===== config.mk =====
export PLATFORM = sky130hd
export DESIGN_NAME = rf_wport_arbiter
export DESIGN_NICKNAME = d
export VERILOG_FILES = /design/src/rtl/rf_arb_pkg.sv /design/src/rtl/rf_arb_fifo.sv /design/src/rtl/rf_wport_arbiter.sv
export SDC_FILE = /design/constraint.sdc
export NUM_CORES = 1
export LEC_CHECK = 0
export ABC_AREA = 0
export BUFFER_PORTS_ARGS = -buffer_cell sky130_fd_sc_hd__buf_4
export CAP_MARGIN = 20
export CORE_MARGIN = 2
export CORE_UTILIZATION = 51
export DETAILED_ROUTE_END_ITERATION = 10
export PLACE_DENSITY = 0.87
export RECOVER_POWER = 25
export SYNTH_ARGS = -nofsm -noshare
export SYNTH_HDL_FRONTEND = slang
export SYNTH_HIERARCHICAL = 1
export SYNTH_SLANG_ARGS = --single-unit

===== constraint.sdc =====
create_clock -name clk -period 8.05 [get_ports clk]
set_input_delay 0.4025 -clock clk [delete_from_list [all_inputs] [get_ports clk]]
set_output_delay 0.4025 -clock clk [all_outputs]
set_load 0.01 [all_outputs]

===== src/rtl/rf_arb_pkg.sv =====
// Shared definitions for the register-file write-port arbiter.
// Holds the register file geometry and the arbiter FSM state
// encoding. It also defines the entry format kept in the
// long-latency-unit result buffer, plus a helper that tells
// whether a destination is a real architectural write.
package rf_arb_pkg;

  localparam int REG_AW = 5;
  localparam int REG_DW = 32;
  localparam int NREG   = 32;

  typedef enum logic [1:0] {
    IDLE,
    WAIT,
    FORCE
  } arb_state_e;

  typedef struct packed {
    logic [REG_AW-1:0] waddr;
    logic [REG_DW-1:0] wdata;
  } lu_entry_t;

  // x0 is hardwired to zero, so a write aimed at it carries no information.
  function automatic logic isRealDest(input logic [REG_AW-1:0] addr);
    return addr != '0;
  endfunction

endpackage


===== src/rtl/rf_arb_fifo.sv =====
// DEPTH-entry synchronous FIFO that buffers long-latency-unit results
// until they win the register file write port.
// Ports:
//   clk, rst      clock, asynchronous active-high reset (flushes contents)
//   push_i        store push_data_i at the tail (ignored when full)
//   push_data_i   {waddr, wdata} entry to store
//   pop_i         drop the head entry (ignored when empty)
//   head_o        oldest stored entry, valid while !empty_o
//   full_o        count_o == DEPTH
//   empty_o       count_o == 0
//   count_o       number of stored entries
module rf_arb_fifo
  import rf_arb_pkg::*;
#(
  parameter int DEPTH = 2,
  parameter int CNT_W = $clog2(DEPTH + 1)
) (
  input  logic             clk,
  input  logic             rst,
  input  logic             push_i,
  input  lu_entry_t        push_data_i,
  input  logic             pop_i,
  output lu_entry_t        head_o,
  output logic             full_o,
  output logic             empty_o,
  output logic [CNT_W-1:0] count_o
);

  localparam int PTR_W = (DEPTH > 1) ? $clog2(DEPTH) : 1;
  localparam logic [PTR_W-1:0] LAST_PTR = PTR_W'(DEPTH - 1);

  lu_entry_t        mem_q [DEPTH];
  logic [PTR_W-1:0] wr_ptr_q, wr_ptr_d;
  logic [PTR_W-1:0] rd_ptr_q, rd_ptr_d;
  logic [CNT_W-1:0] count_q, count_d;
  logic             do_push;
  logic             do_pop;

  // Pointers wrap explicitly so DEPTH need not be a power of two.
  function automatic logic [PTR_W-1:0] nextPtr(input logic [PTR_W-1:0] ptr);
    return (ptr == LAST_PTR) ? '0 : ptr + PTR_W'(1);
  endfunction

  assign full_o  = (count_q == CNT_W'(DEPTH));
  assign empty_o = (count_q == '0);
  assign count_o = count_q;
  assign head_o  = mem_q[rd_ptr_q];
  assign do_push = push_i && !full_o;
  assign do_pop  = pop_i && !empty_o;

  // Next-state for the pointers and occupancy; a simultaneous push and pop
  // leaves the count unchanged.
  always_comb begin
    wr_ptr_d = wr_ptr_q;
    rd_ptr_d = rd_ptr_q;
    count_d  = count_q;
    if (do_push) begin
      wr_ptr_d = nextPtr(wr_ptr_q);
    end
    if (do_pop) begin
      rd_ptr_d = nextPtr(rd_ptr_q);
    end
    case ({do_push, do_pop})
      2'b10:   count_d = count_q + CNT_W'(1);
      2'b01:   count_d = count_q - CNT_W'(1);
      default: count_d = count_q;
    endcase
  end

  // Reset empties the FIFO by clearing occupancy and pointers; stale storage
  // contents are unreachable afterwards.
  always_ff @(posedge clk or posedge rst) begin
    if (rst) begin
      wr_ptr_q <= '0;
      rd_ptr_q <= '0;
      count_q  <= '0;
    end else begin
      wr_ptr_q <= wr_ptr_d;
      rd_ptr_q <= rd_ptr_d;
      count_q  <= count_d;
    end
  end

  // Entry storage needs no reset because occupancy alone defines validity.
  always_ff @(posedge clk) begin
    if (do_push) begin
      mem_q[wr_ptr_q] <= push_data_i;
    end
  end

endmodule


===== src/rtl/rf_wport_arbiter.sv =====
// Shares the register file's single write port between pipeline writeback
// (WB) and a long-latency unit (LU). LU results wait in a small FIFO. A
// 32-entry pending scoreboard tracks outstanding LU destinations so decode
// can be stalled on a hazard. A starvation FSM asks the pipeline to stall
// when WB keeps winning the port.
// Ports:
//   clk, rst                 clock, asynchronous active-high reset
//   wb_we/waddr/wdata        writeback write request (highest priority)
//   lu_valid/waddr/wdata     LU result offer; lu_ready = buffer has room
//   sb_set, sb_addr          decode issued an LU op targeting sb_addr
//   chk_re*/chk_raddr*       decode read ports checked against pending set
//   hazard                   decode must stall this cycle
//   pipe_stall               starvation stall request (Moore, FORCE state)
//   rf_we/waddr/wdata        regfile write port
module rf_wport_arbiter
  import rf_arb_pkg::*;
#(
  parameter int DEPTH        = 2,
  parameter int STARVE_LIMIT = 4
) (
  input  logic              clk,
  input  logic              rst,
  input  logic              wb_we,
  input  logic [REG_AW-1:0] wb_waddr,
  input  logic [REG_DW-1:0] wb_wdata,
  input  logic              lu_valid,
  output logic              lu_ready,
  input  logic [REG_AW-1:0] lu_waddr,
  input  logic [REG_DW-1:0] lu_wdata,
  input  logic              sb_set,
  input  logic [REG_AW-1:0] sb_addr,
  input  logic              chk_re1,
  input  logic [REG_AW-1:0] chk_raddr1,
  input  logic              chk_re2,
  input  logic [REG_AW-1:0] chk_raddr2,
  output logic              hazard,
  output logic              pipe_stall,
  output logic              rf_we,
  output logic [REG_AW-1:0] rf_waddr,
  output logic [REG_DW-1:0] rf_wdata
);

  localparam int CNT_W  = $clog2(DEPTH + 1);
  localparam int DCNT_W = $clog2(STARVE_LIMIT + 1);
  localparam logic [DCNT_W-1:0] DENY_LIMIT = DCNT_W'(STARVE_LIMIT);

  arb_state_e        state_q, state_d;
  logic [DCNT_W-1:0] deny_q, deny_d;
  logic [NREG-1:0]   pend_q, pend_d;

  lu_entry_t         push_entry;
  lu_entry_t         fifo_head;
  logic              fifo_full;
  logic              fifo_empty;
  logic [CNT_W-1:0]  fifo_count;

  logic              wb_grant;
  logic              lu_grant;
  logic              lu_push;
  logic              buf_empties;
  logic              pend1;
  logic              pend2;

  assign push_entry = '{waddr: lu_waddr, wdata: lu_wdata};

  // A WB write to x0 is a no-op, so it does not claim the port.
  assign wb_grant = wb_we && isRealDest(wb_waddr);
  assign lu_grant = !wb_grant && !fifo_empty;

  // Readiness looks at the occupancy before any same-cycle pop, so a full
  // buffer refuses even while its head is draining.
  assign lu_ready = !rst && !fifo_full;

  // Results for x0 complete the handshake but are never stored.
  assign lu_push = lu_valid && lu_ready && isRealDest(lu_waddr);

  // True when this cycle's pop drains the last entry and nothing refills it.
  assign buf_empties = lu_grant && !lu_push && (fifo_count == CNT_W'(1));

  rf_arb_fifo #(
    .DEPTH (DEPTH)
  ) u_fifo (
    .clk         (clk),
    .rst         (rst),
    .push_i      (lu_push),
    .push_data_i (push_entry),
    .pop_i       (lu_grant),
    .head_o      (fifo_head),
    .full_o      (fifo_full),
    .empty_o     (fifo_empty),
    .count_o     (fifo_count)
  );

  // Write-port mux: WB first, then the buffered LU head. All write outputs
  // are forced low while reset is asserted.
  always_comb begin
    rf_we    = 1'b0;
    rf_waddr = '0;
    rf_wdata = '0;
    if (!rst) begin
      if (wb_grant) begin
        rf_we    = 1'b1;
        rf_waddr = wb_waddr;
        rf_wdata = wb_wdata;
      end else if (lu_grant) begin
        rf_we    = 1'b1;
        rf_waddr = fifo_head.waddr;
        rf_wdata = fifo_head.wdata;
      end
    end
  end

  // Starvation FSM. The deny counter counts cycles where WB took the port
  // while LU data was waiting. Any LU grant clears it. Reaching the limit
  // enters FORCE, where the counter simply holds (saturates) until LU wins.
  always_comb begin
    state_d = state_q;
    deny_d  = deny_q;
    case (state_q)
      IDLE: begin
        deny_d = '0;
        if (lu_push) begin
          state_d = WAIT;
        end
      end
      WAIT: begin
        if (lu_grant) begin
          deny_d = '0;
          if (buf_empties) begin
            state_d = IDLE;
          end
        end else if (wb_grant) begin
          deny_d = deny_q + DCNT_W'(1);
          if (deny_q + DCNT_W'(1) == DENY_LIMIT) begin
            state_d = FORCE;
          end
        end
      end
      FORCE: begin
        if (lu_grant) begin
          deny_d  = '0;
          state_d = buf_empties ? IDLE : WAIT;
        end
      end
      default: begin
        state_d = IDLE;
        deny_d  = '0;
      end
    endcase
  end

  // FSM state and deny counter registers.
  always_ff @(posedge clk or posedge rst) begin
    if (rst) begin
      state_q <= IDLE;
      deny_q  <= '0;
    end else begin
      state_q <= state_d;
      deny_q  <= deny_d;
    end
  end

  assign pipe_stall = !rst && (state_q == FORCE);

  // Pending scoreboard update. The clear for the retiring LU destination is
  // applied first so that a same-cycle re-issue to that register stays
  // pending.
  always_comb begin
    pend_d = pend_q;
    if (lu_grant) begin
      pend_d[fifo_head.waddr] = 1'b0;
    end
    if (sb_set && isRealDest(sb_addr)) begin
      pend_d[sb_addr] = 1'b1;
    end
  end

  // Pending scoreboard register; reset drops all outstanding destinations.
  always_ff @(posedge clk or posedge rst) begin
    if (rst) begin
      pend_q <= '0;
    end else begin
      pend_q <= pend_d;
    end
  end

  // A register being written by the LU this cycle is not a hazard because
  // the regfile write bypass delivers its value to decode in the same cycle.
  assign pend1 = pend_q[chk_raddr1] && isRealDest(chk_raddr1) &&
                 !(lu_grant && (fifo_head.waddr == chk_raddr1));
  assign pend2 = pend_q[chk_raddr2] && isRealDest(chk_raddr2) &&
                 !(lu_grant && (fifo_head.waddr == chk_raddr2));

  assign hazard = !rst && ((chk_re1 && pend1) || (chk_re2 && pend2));

endmodule


==> flow_summary_export.csv <==
group,metric,value,unit
run_status,status,"finished, violations left",
run_status,violations,"design-rule violations, max-capacitance violations, max-slew violations",
floorplan,die_h,113,um
place,port_buffers,136,
timing,slew_violations,43,
timing,setup_viol,0,
yosys,synth_edf_count,74,
floorplan,initial_core_util,52.6,%
worst_setup_path,cp.required,7.65,ns
floorplan,die_w,113,um
yosys,synth_top_flop_cell,"edfxtp_1",
yosys,synth_area,6050,sq um
routing,wl_met1,5850,um
worst_setup_path,regToRegSetupSlack,5.23,ns
final_layout,n_antenna_cell,0,
floorplan,fp-row-count,39,
final_layout,mostFrequentLayoutCells,"buf_4, edfxtp_1, o21ai_0, nor2_1, dfrtp_1",
yosys,syn_inst,514,
clocking,cts.root.buffer_cell,"clkbuf_16",
place,place_congestion,0.894,
routing,routed_via_density,6.07,
clocking,clock_latency,0.41,ns
clocking,postCtsResizedCells,0,
clocking,cts_buffer_depth,2,
timing,relSlewSlack,-28.5,%
pwr,cellPowerDensity,314,nW/um^2
worst_setup_path,end_kind,"output pin",
routing,wl,15400,um
timing,timing.fmax,295,MHz
yosys,yosysUniqueCellTypes,48,
routing,vias,4814,
final_layout,design_area,7650,sq um
timing,min_period,3.39,ns
place,pre_cts_slack,5.11,ns
timing,setup-tns-final,0,ns
routing,first_iter_violations,391,
final_layout,multiInputGateArea,2640,sq um
final_layout,fillers,846,
routing,ant_nets,0,
grt,grt_usage,24.3,%
worst_setup_path,critPathKind,"flop to output pin",
final_layout,mostFrequentLayoutCell,"buf_4",
grt,grt_start_max_net_pins,78,
routing,dr_wl_met2,7710,um
worst_setup_path,r2r_cells,7,
grt,antenna_found_initial,0,
worst_setup_path,cp_max_fo,38,
worst_setup_path,reg2reg_to,"u_fifo/count_o[1]",
timing,skew,0.00628,ns
yosys,synthArstFlopShare,35.7,%
clocking,ctsHoldBuffers,0,
clocking,cts.sinks,115,
hold_path,hold_path.class,"primary input to flop",
grt,grt_pass1_vias,4841,
routing,dr_wl_met3,1430,um
place,place_area,7120,sq um
timing,hold_viol_final,0,
timing,fin_ws,4.66,ns
job,maxCapViolations,1,
grt,overflow,0,
hold_path,min-delay-start,"lu_waddr[2]",
clocking,path_clk_slew,0.05,ns
clocking,cts_tree,"yes",
final_layout,seqCellArea,3250,sq um
routing,highest_layer,"met4",
final_layout,drive_gt1_share,33.7,%
yosys,syn_area_per_cell,11.8,sq um
routing,dr.pass1.iters,7,
yosys,ys_seq_area_share,53.7,%
pwr,vdd_drop_max,240,uV
timing,period_share,42.1,%
routing,routedWlPerCell,19.5,um
grt,grt_pass1_wl,24000,um
routing,drc_errors,6,
hold_path,min_path_cells,1,
pwr,leakagePower,2.97,nW
floorplan,die_area,12800,sq um
timing,worstMarginPinSlew,1.93,ns
clocking,cts-buffers-inserted,17,
worst_setup_path,cp-start-kind,"flop",
clocking,post_cts_buffers,0,
yosys,synth-seq-cells,115,
final_layout,nNetsFinal,736,
final_layout,area_growth,26.3,%
clocking,cts_max_level,4,
yosys,synth_fp_nets,613,
floorplan,ios,137,
yosys,yosysWarnings,6,
worst_setup_path,reg2reg_from,"u_fifo/count_o[0]",
worst_setup_path,cp.arrival,2.98,ns
timing,rsz0062_at_grt,"false",
hold_path,hold_end,"u_fifo/mem_q[1][34]",
place,dp_hpwl,10600,um
floorplan,design.core.area,11500,sq um
pwr,p_total,2.40,mW
stage by stage:
stage	hold slack, ns	instances	util, %
after floorplan	0.169	514	-
after global placement	0.479	760	61.9
after detailed placement	0.495	760	61.9
after CTS	0.0894	792	66.8
after global routing	0.182	793	66.4
final	0.192	793	66.4
where the power goes:
group | total, mW | leakage [nW] | switching (mW) | internal [mW]
logic | 0.762 | 1.54 | 0.371 | 0.391
clock network | 0.711 | 0.263 | 0.260 | 0.451
registers | 0.930 | 1.17 | 0.148 | 0.782
how the worst max path moves through the flow:
stage                      startpoint                  to  slack (ns)  cells past startpoint
floorplan           u_fifo/count_o[0]  u_fifo/mem_q[0][0]        4.89                      7
global route          u_fifo/rd_ptr_q              hazard        4.45                      6
detailed placement    u_fifo/rd_ptr_q              hazard        5.11                      6
CTS                   u_fifo/rd_ptr_q              hazard        4.65                      6
global placement      u_fifo/rd_ptr_q              hazard        5.20                      6
finish                u_fifo/rd_ptr_q              hazard        4.66                      6
layer usage:
metal	vias up	track usage, %
met2	283	40.1
li1	2165	-
met3	47	6.21
met1	2319	29.9
met4	0	12.1
met5	-	0
cell type report:
type,instances,share of cell area [%]
clock buffers,18,5.61
inverters,6,0.295
well taps,143,2.34
clock inverters,14,1.80
repair buffers,139,13.0
multi-input cells,358,34.5
flip-flops and latches,115,42.5
critical path, stage by stage (launching register included):
cell,delay [ns]
dfrtp_2,1.05
mux2_2,0.54
xnor2_1,0.25
nand4_1,0.13
o311ai_0,0.33
o2bb2ai_1,0.12
buf_4,0.15
synthesized netlist by cell type, drive strengths merged (5+ instances only):
master,n,area share [%]
edfxtp,74,37
o21ai,64,5.3
nor2,55,3.4
mux2,44,9.4
dfrtp,41,17
a21oi,39,3.2
nor3b,35,4.3
clkbuf,21,1.3
nand2,15,0.93
buf,14,1.4
mux4,12,4.5
xnor2,9,1.3
mux2i,8,1.3
nand3,8,0.66
nand2b,7,0.72
nand3b,7,0.87
xor2,7,1.0
inv,6,0.37
or3,6,0.70
o31ai,5,0.70
logic make-up (layout without fill, tap and decap cells):
family                   count (synthesis)  count (layout)  share of synthesized area [%]
adder cells (fa/ha/maj)                  3               3                          0.620
buffers and inverters                   41             177                           3.08
AO/OA/AOI/OAI                          127             127                           11.7
XOR/XNOR                                16              16                           2.32
AND/OR/NAND/NOR                        148             148                           13.4
flip-flops                             115             115                           53.7
multiplexers                            64              64                           15.2
sequential cells by signal (all words and copies together) (netlist names):
signal and cells:
u_fifo/count_o 2, state_q 2, u_fifo/rd_ptr_q 1, u_fifo/wr_ptr_q 1, pend_q 32, u_fifo/mem_q 74
deny_q 3
No activity file was read; power rests on OpenSTA's default activity.
